===== src/rtl/chaser_input_conditioner.sv =====
// Synchronises, debounces and edge-detects the chaser's DIP-switch configuration inputs.
// Define CHASER_IN_EDGE_EN to generate rise_pulse/fall_pulse/any_change; otherwise they are tied to 0.
module chaser_input_conditioner #(
    parameter int NUM_INPUTS     = 6,
    parameter int SYNC_STAGES    = 2,
    parameter int DEBOUNCE_WIDTH = 10
) (
    input  logic                  clk,
    input  logic                  reset,
    input  logic [NUM_INPUTS-1:0] raw_in,
    output logic [NUM_INPUTS-1:0] stable_out,
    output logic [NUM_INPUTS-1:0] rise_pulse,
    output logic [NUM_INPUTS-1:0] fall_pulse,
    output logic                  any_change,
    output logic                  settled
);

    localparam logic [DEBOUNCE_WIDTH-1:0] CNT_MAX = '1;

    logic [NUM_INPUTS-1:0] synced;
    logic [NUM_INPUTS-1:0] accept;
    logic [NUM_INPUTS-1:0] cnt_zero;

    for (genvar i = 0; i < NUM_INPUTS; i++) begin : g_bit
        logic [SYNC_STAGES-1:0]    chain;
        logic [DEBOUNCE_WIDTH-1:0] cnt;
        logic                      stable_q;

        always_ff @(posedge clk) begin
            if (reset) begin
                chain <= '0;
            end else begin
                chain <= {chain[SYNC_STAGES-2:0], raw_in[i]};
            end
        end

        assign synced[i]   = chain[SYNC_STAGES-1];
        assign accept[i]   = (synced[i] != stable_q) && (cnt == CNT_MAX);
        assign cnt_zero[i] = (cnt == '0);

        // Any cycle of agreement restarts the count; MAX only returns to zero through acceptance.
        always_ff @(posedge clk) begin
            if (reset) begin
                cnt <= '0;
            end else if (synced[i] == stable_q) begin
                cnt <= '0;
            end else if (cnt == CNT_MAX) begin
                cnt <= '0;
            end else begin
                cnt <= cnt + DEBOUNCE_WIDTH'(1);
            end
        end

        always_ff @(posedge clk) begin
            if (reset) begin
                stable_q <= 1'b0;
            end else if (accept[i]) begin
                stable_q <= synced[i];
            end
        end

        assign stable_out[i] = stable_q;
    end

    assign settled = (&cnt_zero) && (synced == stable_out);

`ifdef CHASER_IN_EDGE_EN
    logic [NUM_INPUTS-1:0] rise_next;
    logic [NUM_INPUTS-1:0] fall_next;

    always_comb begin
        rise_next = accept & synced;
        fall_next = accept & ~synced;
    end

    // Registered from the same acceptance term so pulses coincide with the stable_out transition.
    always_ff @(posedge clk) begin
        if (reset) begin
            rise_pulse <= '0;
            fall_pulse <= '0;
            any_change <= 1'b0;
        end else begin
            rise_pulse <= rise_next;
            fall_pulse <= fall_next;
            any_change <= |(rise_next | fall_next);
        end
    end
`else
    assign rise_pulse = '0;
    assign fall_pulse = '0;
    assign any_change = 1'b0;
`endif

endmodule


===== config.mk =====
export PLATFORM = sky130hd
export DESIGN_NAME = chaser_input_conditioner
export DESIGN_NICKNAME = d
export VERILOG_FILES = /design/src/rtl/chaser_input_conditioner.sv
export SDC_FILE = /design/constraint.sdc
export NUM_CORES = 1
export LEC_CHECK = 0
export ABC_AREA = 1
export CAP_MARGIN = 25
export CELL_PAD_IN_SITES_DETAIL_PLACEMENT = 1
export CELL_PAD_IN_SITES_GLOBAL_PLACEMENT = 1
export CORE_MARGIN = 4
export CORE_UTILIZATION = 44
export CTS_CLUSTER_SIZE = 24
export DETAILED_ROUTE_END_ITERATION = 10
export PLACE_DENSITY = 0.84
export SYNTH_ARGS = -nofsm -noshare
export SYNTH_HDL_FRONTEND = slang
export SYNTH_SLANG_ARGS = --single-unit

===== constraint.sdc =====
create_clock -name clk -period 3.9 [get_ports clk]
set_clock_uncertainty 0.05 [all_clocks]
set_input_delay 0.78 -clock clk [delete_from_list [all_inputs] [get_ports clk]]
set_output_delay 0.78 -clock clk [all_outputs]
set_load 0.005 [all_outputs]

=== Yosys cells after proc, flatten, opt, wreduce, memory -nomap -nowiden ===
Index checks and enable logic that the tools add are counted.

* Reduce and logical (&&, ||, !) cells: 20
* $add $sub $neg: 6
* Divide/modulo/power cells: 0
* Order comparisons: 0
* Mux-type cells: 0
* Equality and inequality tests: 19
* Bitwise gates (word level): 0
* Shifts and indexed selects: 0
* $mul: 0

{| class="wikitable"
|+ Operators with widths
! kind !! count
|-
| $add A10 B1 Y10 const B || 6
|-
| $eq A10 B10 Y1 const B || 6
|-
| $logic_not A10 Y1 || 6
|-
| $reduce_or A3 Y1 || 6
|-
| $logic_and A1 B1 Y1 || 7
|-
| $eq A1 B1 Y1 || 6
|-
| $eq A6 B6 Y1 || 1
|-
| $ne A1 B1 Y1 || 6
|-
| $reduce_and A6 Y1 || 1
|}

* Memories: 0
* Output and inout bits: 20
* Bits in read-only memories: 0
* Latch bits: 0
* Word-level logic and storage cells: 63
* Memory bits (writable): 0
* Input bits: 8
* Bits in registers: 78

=== Logic depth before layout (Yosys ltp) ===
Gate-level depths: netlist of the first run.

* Word-level depth: 3
* Mapped depth: 8
* Gate-level depth less buffers: 8

=== Least setup slack after synthesis of the first run ===
No wires, ideal clock.

* Path kind: register to output
* Start: register g_bit[2].cnt[0]
* End: output settled
* Data arrival time: 951 ps
* Slack: 2119 ps
* Data required time: 3070 ps
* Cell stages (with the launch flop): 9
* Buffers on the path: 0
* Cell sequence: dfxtp_1 inv_1 ha_1 nand2_1 nor2_1 nand2_1 nor2_1 nand3_1 nor2_1

* Cells in the longest elaborated chain, start to end: 3

{| class="wikitable"
|+ Ends and longest elaborated chain
! what !! line !! RTL
|-
| start, declared || 26 || <nowiki>logic [DEBOUNCE_WIDTH-1:0] cnt;</nowiki>
|-
| start signal, assigned || 50 || <nowiki>cnt <= cnt + DEBOUNCE_WIDTH'(1);</nowiki>
|-
| $logic_not A10 Y1 || 39 || <nowiki>assign cnt_zero[i] = (cnt == '0);</nowiki>
|-
| $reduce_and A6 Y1 || 65 || <nowiki>assign settled = (&cnt_zero) && (synced == stable_out);</nowiki>
|-
| $logic_and A1 B1 Y1 || 65 ||
|-
| end, declared || 15 || <nowiki>output logic settled</nowiki>
|}

Every way passes these cells.

=== Final worst setup path of the first run ===
* Start: register g_bit[3].cnt[0]
* End: output settled

* Cells in the longest elaborated chain, start to end: 3

{| class="wikitable"
|+ Ends and longest elaborated chain
! what !! line
|-
| start, declared || 26
|-
| start signal, assigned || 50
|-
| $logic_not A10 Y1 || 39
|-
| $reduce_and A6 Y1 || 65
|-
| $logic_and A1 B1 Y1 || 65
|}

Every way passes these cells.

==> impl_metrics.tcl, run 1 <==
set metrics [dict create \
    setup_ws_ns 1.14 \
    cp.required_ns 3.07 \
    post-place-ws_ns 1.45 \
    syn_area_per_cell_um2 7.23 \
    reg2regPathDepth 6 \
    internal-power_mw 1.18 \
    hold_viol 0 \
    yosys.area.top_type "dfxtp_1" \
    grtUsageMet1 0.212 \
    place_hpwl_um 6350 \
    rows 33 \
    drt-initial-drc-count 61 \
    arrival_ns 1.93 \
    nFillCells 1087 \
    start_util 0.461 \
    power_density_nw_per_um2 355 \
    gp_congestion 0.802 \
    crit_top_cell "nor2_1" \
    cts_buffers 9 \
    clock.fmax_mhz 362 \
    p_total_mw 1.50 \
    synth-seq-area-share 0.406 \
    ff2ff_setup_slack_ns 2.41 \
    cp-start-kind "flop" \
    netSwitchingFraction 0.215 \
    ys_ff_latch 78 \
    max_stage_delay_ns 0.51 \
    fin_nets 568 \
    postCtsResizedCells 0 \
    p_seq_frac 0.540 \
    busiest_layer "met2" \
    root_buffer "clkbuf_8" \
    synthTopCellsByArea "dfxtp_1 (41%), nand2_1 (11%), nor2_1 (11%), inv_1 (8.0%), ha_1 (3.9%)" \
    p_switching_uw 322 \
    wl_um 8220 \
    grt_setup_unrepaired "false" \
    synth_warnings 0 \
    fin_tns_setup_ns 0 \
    placed_area_um2 4010 \
    crit_path_cell_trace "inv_1 -> ha_1 -> inv_1 -> nor2_1 -> nand4_1 -> nor2_1 -> nand2_1 -> nor2_1 -> clkdlybuf4s50_1" \
    track_usage 0.177 \
    synth_cells 532 \
    coreArea_um2 8340 \
    synthArstFlopShare 0 \
    antenna_found_initial 0 \
    leakage_nw 1.79 \
    finalInstanceArea_um2 4210 \
    cp_slowest_cell "clkdlybuf4s50_1" \
    worst_slew_pin_slew_ns 0.734 \
    wl_per_cell_um 12.5 \
    outcome "complete, no violations" \
    grt_overflow 0 \
    clk_pin_slew_ns 0.08 \
    die_h_um 101 \
    setup_viol 0 \
    post-route-period-util 0.709 \
    hp-start "g_bit[3].chain[0]" \
    globalRouteMet3Util 0.0289 \
    cts_tree "yes" \
    synth_top_cell_area_share 0.406 \
    grt_pass1_vias 3274 \
    clock_latency_ns 0.35 \
    grt_max_degree 20 \
    synth_area_um2 3840 \
    via_per_inst 4.74 \
    dr.pass1.iters 4 \
    r2r_end "g_bit[5].cnt[8]" \
    postCtsSetupBuffers 0 \
    crit_path_end_kind "output pin" \
    holdBufCountCts 0 \
    diodes 0 \
    areaGrowthSynthToFinish_pct 9.57 \
    period_needed_ns 2.76 \
    die_area_um2 10300 \
    cts.sinks 78 \
    cts_max_level 3 \
    ir_worst_vdd_mv 0.180 \
    timing.rr.start "g_bit[5].cnt[0]" \
    synth.most_common_cell "nand2_1" \
    holdPathEnd "g_bit[3].chain[1]" \
    synth_cell_types 30 \
    slew_headroom 0.509 \
    crit_buf_inv 3 \
    synth_edf_count 0 \
    ys.flop_type "dfxtp_1" \
    pwr-share-clk 0.430 \
    met2_usage 0.321 \
    io_pins 28 \
    vias 3112 \
    route.detailed.drc 0 \
    final_antenna_net_count 0 \
    die_w_um 101 \
    clock_path_buffers 2 \
    critical-path-top-delay-family "buffers and inverters" \
    finalMaxSlewViolations 0 \
    worst-setup-path-type "reg -> out" \
    critPathMaxFanout 4 \
    hold_depth 2 \
    power_frac_comb 0.031 \
    hold_class "reg -> reg" \
    grt_pass1_wl_um 14600 \
    drv_cap 0 \
    drive_gt1_frac 0.0888 \
    synth_common_cells "nand2_1 (115), nor2_1 (112), inv_1 (82), dfxtp_1 (78), buf_4 (19)" \
    io_buffers 14 \
]
power by group through the flow:
stage	Combinational [mW]	Clock [mW]	Sequential, mW
finish	0.0458	0.644	0.808
global route	0.0524	0.701	0.809
detailed placement	0.0463	0	0.827
floorplan	0.0372	0	0.826
global placement	0.0444	0	0.826
CTS	0.0464	0.655	0.808
final cells by class:
cell class	count	area [um2]	area share
repair buffers	14	140	0.0333
inverters	83	312	0.0740
clock inverters	5	75.1	0.0178
clock buffers	10	128	0.0303
well taps	105	131	0.0312
flip-flops and latches	78	1560	0.371
multi-input cells	362	1870	0.443
through the flow:
stage | hold slack, ns | std cells | util
after floorplan | 0.338 | 544 | -
after global placement | 0.340 | 642 | 0.481
after detailed placement | 0.350 | 642 | 0.481
after CTS | 0.358 | 657 | 0.505
after global routing | 0.385 | 657 | 0.505
final | 0.356 | 657 | 0.505
registers in the layout, indices dropped and copies added, names as in the netlist:
| register | flops |
|---|---|
| g_bit.stable_q | 6 |
| g_bit.cnt | 60 |
| g_bit.chain | 12 |
how the worst max path moves through the flow:
stage	startpoint	end	slack, ns	depth (start not counted)
after floorplan	g_bit[2].cnt[0]	settled	2.12	8
after global placement	reset	g_bit[5].cnt[2]	1.52	4
after detailed placement	reset	g_bit[5].cnt[2]	1.45	4
after CTS	g_bit[3].cnt[0]	settled	1.10	9
after global routing	g_bit[4].cnt[1]	settled	0.97	9
final	g_bit[3].cnt[0]	settled	1.14	9
worst reg2reg max path: cells and delay by family, from the launching register on:
kind	cells	cell delay, ns
AOI/OAI and AO/OA	1	0.08
adders and majority gates	1	0.21
DFF	1	0.41
and+or+nand+nor	4	0.61
cell usage in the layout, fill, tap and decap left out, drive strengths merged, types with 5 or more instances in the layout:
cell,count
nand3,26
nand4,8
dfxtp,78
xnor2,11
nand3b,5
clkbuf,10
conb,13
ha,12
clkdlybuf4s50,14
nand2,122
nor2,125
inv,83
xor2,16
a21oi,14
logic make-up after synthesis:
kind of cell,after synthesis,share of synthesized area
AND/OR/NAND/NOR,292,0.348
buffers and inverters,104,0.120
flip-flops,78,0.406
XOR/XNOR,27,0.0615
AO/OA/AOI/OAI,18,0.0241
adder cells (fa/ha/maj),12,0.0390
other,1,0.000975
per-layer routing:
layer	vias up	part of all wire
li1	1593	-
met1	1475	0.46
met2	33	0.50
met3	11	0.025
met4	0	0.012
met5	-	0
(Power assumes the default switching activity.)
==> inputs of run 2 (changes only) <==
--- a/config.mk
+++ b/config.mk
@@ -10,10 +10,10 @@
 export CELL_PAD_IN_SITES_DETAIL_PLACEMENT = 1
 export CELL_PAD_IN_SITES_GLOBAL_PLACEMENT = 1
 export CORE_MARGIN = 4
-export CORE_UTILIZATION = 44
+export CORE_UTILIZATION = 39
 export CTS_CLUSTER_SIZE = 24
 export DETAILED_ROUTE_END_ITERATION = 10
-export PLACE_DENSITY = 0.84
+export PLACE_DENSITY = 0.79
 export SYNTH_ARGS = -nofsm -noshare
 export SYNTH_HDL_FRONTEND = slang
 export SYNTH_SLANG_ARGS = --single-unit
==> constraint.sdc (replaced) <==
create_clock -name clk -period 2.4 [get_ports clk]
set_clock_uncertainty 0.05 [all_clocks]
set_input_delay 0.48 -clock clk [delete_from_list [all_inputs] [get_ports clk]]
set_output_delay 0.48 -clock clk [all_outputs]
set_load 0.005 [all_outputs]
==> run 2 against run 1 <==
Global-route usage down 2.0 points; sequential cell count unchanged; clock power up 54%; register-to-register slack worse by 1.5 ns; critical path type unchanged; highest routed layer unchanged.
==> impl_metrics.tcl, run 2 (synthesized netlist as in run 1, its figures left out) <==
set metrics [dict create \
    outcome "complete, no violations" \
    power_density_nw_per_um2 561 \
    ir_worst_vdd_mv 0.285 \
    post-place-ws_ns 0.188 \
    drt-initial-drc-count 84 \
    mostFrequentLayoutCells "nand2_1 (115), nor2_1 (111), inv_1 (82), dfxtp_1 (78), nand3_1 (18)" \
    holdBufCountCts 0 \
    grtUsageMet1 0.189 \
    setup_viol 0 \
    setup_ws_ns 0.251 \
    arrival_ns 1.62 \
    coreArea_um2 9420 \
    cts_max_level 3 \
    route.detailed.drc 0 \
    place_hpwl_um 6480 \
    hold_class "reg -> reg" \
    antenna_found_initial 0 \
    cp-start-kind "flop" \
    start_util 0.408 \
    clock_path_buffers 2 \
    drive_gt1_frac 0.0973 \
    fin_tns_setup_ns 0 \
    clock.fmax_mhz 465 \
    vias 3137 \
    cts_buffers 9 \
    critPathMaxFanout 4 \
    cp_slowest_cell "dfxtp_1" \
    largestRegisters "g_bit.cnt x60, g_bit.chain x12, g_bit.stable_q x6" \
    largest_reg_flops 60 \
    top_register "g_bit.cnt" \
    wl_per_cell_um 12.2 \
    globalRouteMet3Util 0.0276 \
    gp_congestion 0.746 \
    die_area_um2 11500 \
    clock_latency_ns 0.34 \
    wl_um 8350 \
    die_w_um 107 \
    fin_nets 570 \
    final_antenna_net_count 0 \
    clk_pin_slew_ns 0.08 \
    worst-setup-path-type "reg -> out" \
    dr.pass1.iters 4 \
    grt_max_degree 14 \
    postCtsSetupBuffers 0 \
    max_stage_delay_ns 0.34 \
    diodes 0 \
    via_per_inst 4.59 \
    io_buffers 14 \
    grt_pass1_wl_um 14600 \
    cts.sinks 78 \
    leakage_nw 1.80 \
    cp.required_ns 1.87 \
    grt_setup_unrepaired "false" \
    grt_overflow 0 \
    die_h_um 107 \
    grt_pass1_vias 3272 \
    p_total_mw 2.38 \
    rows 35 \
    holdWs_ns 0.358 \
    root_buffer "clkbuf_8" \
    drv_cap 0 \
    busiest_layer "met2" \
    cts_tree "yes" \
    crit_path_end_kind "output pin" \
    post-route-period-util 0.896 \
    hold_viol 0 \
    period_needed_ns 2.15 \
    met2_usage 0.284 \
    crit_path_cell_trace "inv_1 -> ha_1 -> inv_1 -> nor2_1 -> nand4_1 -> nor2_1 -> nand2_1 -> nor2_2 -> clkbuf_2" \
    final_common_cell "nand2_1" \
    io_pins 28 \
    track_usage 0.157 \
    areaGrowthSynthToFinish_pct 10.5 \
    finalMaxSlewViolations 0 \
    nFillCells 1226 \
]
-- run 2: cell count changes in the layout (fill, tap and decap cells not counted) --
cell	delta
bufinv_16	-1
clkinvlp_4	+1
nor2_1	-1
inv_6	+1
nor2_2	+1
clkbuf_2	+1
clkbuf_8	+1
clkdlybuf4s50_1	-1
clkinv_2	-1
buf_4	+2
-- run 2: critical path: cells and delay by family, from the launching register on --
family                   cells  cell delay [ns]
AND/OR/NAND/NOR              5             0.57
flip-flops                   1             0.34
buffers and inverters        3             0.23
adder cells (fa/ha/maj)      1             0.13
-- run 2: report_power, final --
group / leakage [nW] / internal (mW) / switching [mW]
clock network: 0.0997 / 0.510 / 0.484
logic: 1.07 / 0.0294 / 0.0463
registers: 0.631 / 1.31 / 0.00842
total: 1.80 / 1.84 / 0.538
-- run 2: layout make-up --
cell class / instances / area (um2) / share of cell area
inverter: 83 / 312 / 0.0733
sequential: 78 / 1560 / 0.367
clock inverter: 5 / 56.3 / 0.0132
timing repair buffer: 16 / 150 / 0.0353
multi-input combinational: 362 / 1870 / 0.440
tap: 129 / 161 / 0.0380
clock buffer: 11 / 141 / 0.0333
-- run 2: repair_timing --
| item | 4_1_cts | 5_1_grt |
|---|---|---|
| gates resized for setup | 2 | 2 |
| setup endpoints to repair | 1 | 1 |
| pin swaps | 1 | 3 |
-- run 2: layer usage --
| metal | share of wire | wire, um |
|---|---|---|
| met3 | 0.028 | 230 |
| met1 | 0.45 | 3760 |
| met4 | 0.0083 | 69 |
| met5 | 0 | 0 |
| met2 | 0.51 | 4290 |
-- run 2: per-stage QoR --
stage / instances / area (um2) / util
after floorplan: 544 / 3890 / -
after global placement: 668 / 4060 / 0.431
after detailed placement: 668 / 4060 / 0.431
after CTS: 684 / 4250 / 0.452
after global routing: 684 / 4250 / 0.451
final: 684 / 4250 / 0.451
-- run 2: final timing paths --
path,to,cells after the start,from,slack (ns)
worst min register to register,g_bit[3].chain[1],2,g_bit[3].chain[0],0.36
worst max-delay path,settled,9,g_bit[3].cnt[0],0.25
worst max register to register,g_bit[5].cnt[8],6,g_bit[5].cnt[0],0.91
worst min-delay path,g_bit[3].chain[1],2,g_bit[3].chain[0],0.36
==> inputs of run 3 (changes only) <==
--- a/config.mk
+++ b/config.mk
@@ -10,9 +10,10 @@
 export CELL_PAD_IN_SITES_DETAIL_PLACEMENT = 1
 export CELL_PAD_IN_SITES_GLOBAL_PLACEMENT = 1
 export CORE_MARGIN = 4
-export CORE_UTILIZATION = 39
+export CORE_UTILIZATION = 42
 export CTS_CLUSTER_SIZE = 24
 export DETAILED_ROUTE_END_ITERATION = 10
+export DONT_BUFFER_PORTS = 1
 export PLACE_DENSITY = 0.79
 export SYNTH_ARGS = -nofsm -noshare
 export SYNTH_HDL_FRONTEND = slang
==> run 3 against run 2 <==
Total power up 0.72%; first-iteration DRC count down 9.5%; sequential power about the same; non-clock buffer count down 16; worst hold slack worse by 0.23 ns; combinational power down 30%; fmax up 3.8%; routed wire length down 4.7%; utilization up 1.2 points; die area down 6.6%; critical path type unchanged; critical endpoint unchanged; largest power group unchanged.
==> impl_metrics.tcl, run 3 (synthesized netlist as in run 1, its figures left out) <==
set metrics [dict create \
    outcome "complete, no violations" \
    post-place-ws_ns 0.719 \
    place_hpwl_um 6070 \
    cts.sinks 78 \
    clock_latency_ns 0.36 \
    antenna_found_initial 0 \
    mostFrequentLayoutCells "nand2_1 (115), nor2_1 (112), inv_1 (82), dfxtp_1 (78), nand3_1 (18)" \
    start_util 0.437 \
    postCtsResizedCells 0 \
    diodes 0 \
    ff2ff_setup_slack_ns 0.90 \
    grt_pass1_wl_um 13900 \
    fin_util 0.463 \
    crit_path_end_kind "output pin" \
    setup_viol 0 \
    final_common_cell "nand2_1" \
    io_buffers 0 \
    root_buffer "clkbuf_8" \
    rows 34 \
    cts_buffers 9 \
    post-route-period-util 0.863 \
    critPathLaunch "g_bit[3].cnt[0]" \
    drv_cap 0 \
    route.detailed.drc 0 \
    wl_per_cell_um 12.3 \
    die_area_um2 10700 \
    track_usage 0.156 \
    grt_overflow 0 \
    fin_tns_setup_ns 0 \
    largestRegisters "g_bit.cnt x60, g_bit.chain x12, g_bit.stable_q x6" \
    worst-setup-path-type "reg -> out" \
    p_switching_uw 565 \
    hp-start "reset" \
    critPathMaxFanout 4 \
    finalInstanceArea_um2 4080 \
    dr.pass1.iters 4 \
    wl_um 7950 \
    power_density_nw_per_um2 588 \
    clk_pin_slew_ns 0.10 \
    internal-power_mw 1.84 \
    hold_viol 0 \
    pwr-share-clk 0.431 \
    coreArea_um2 8810 \
    clock.fmax_mhz 483 \
    power_frac_comb 0.022 \
    cts_max_level 3 \
    ir_worst_vdd_mv 0.367 \
    fin_nets 554 \
    die_h_um 104 \
    placed_area_um2 3870 \
    period_needed_ns 2.07 \
    grt_setup_unrepaired "false" \
    holdBufCountCts 0 \
    top_register "g_bit.cnt" \
    cp-start-kind "flop" \
    die_w_um 104 \
    arrival_ns 1.54 \
    largest_reg_flops 60 \
    setup_ws_ns 0.329 \
    final_antenna_net_count 0 \
    nFillCells 1141 \
    drive_gt1_frac 0.0946 \
    io_pins 28 \
    cts_tree "yes" \
    via_per_inst 4.61 \
    drt-initial-drc-count 76 \
    finalMaxSlewViolations 0 \
    netSwitchingFraction 0.235 \
    vias 2983 \
    hold_class "in -> reg" \
    p_total_mw 2.40 \
    p_seq_frac 0.547 \
    timing.rr.start "g_bit[5].cnt[0]" \
    grt_pass1_vias 3082 \
    cp.required_ns 1.87 \
    areaGrowthSynthToFinish_pct 6.15 \
    postCtsSetupBuffers 0 \
    grt_max_degree 20 \
    clock_path_buffers 2 \
    gp_congestion 0.780 \
    leakage_nw 1.73 \
]
run 3: changes by cell type in the layout (fill, tap and decap cells not counted), sizes merged:
| cell | delta |
|---|---|
| clkinv | -1 |
| clkdlybuf4s50 | -13 |
| clkinvlp | +2 |
| buf | -2 |
| clkbuf | -2 |
run 3: cell type report:
class	count	area (um2)	share of cell area
clock buffer	10	138	0.0337
clock inverter	6	70.1	0.0172
inverter	83	312	0.0763
multi-input combinational	362	1870	0.457
sequential	78	1560	0.383
tap	108	135	0.0331
run 3: metrics by stage:
stage,cells,hold slack [ns]
after global routing,647,0.112
after global placement,631,0.342
after floorplan,544,0.338
final,647,0.128
after CTS,647,0.113
after detailed placement,631,0.349
run 3: worst paths after layout:
path	endpoint	cells after the start
worst max register to register	g_bit[5].cnt[2]	6
worst min register to register	g_bit[3].chain[1]	2
worst max-delay path	settled	8
worst min-delay path	g_bit[4].chain[0]	1
run 3: critical path, stage by stage (launching register included):
cell,delay [ns]
dfxtp_1,0.35
inv_1,0.06
ha_1,0.13
inv_1,0.04
nor2_1,0.11
nand4_1,0.10
nor2_1,0.11
nand2_1,0.08
nor2_1,0.20
run 3: power by group through the flow:
stage               registers (mW)  clock network, mW  logic, mW
detailed placement            1.34                  0     0.0541
global placement              1.34                  0     0.0527
global route                  1.32               1.13     0.0640
CTS                           1.31               1.07     0.0543
floorplan                     1.34                  0     0.0605
finish                        1.31               1.03     0.0534
run 3: per-layer routing:
metal  GRT usage  part of all wire  vias up
li1            -                 -     1569
met5           0                 0        -
met4      0.0570             0.011        0
met3      0.0386             0.035        6
met2       0.266              0.48       31
met1       0.189              0.48     1377
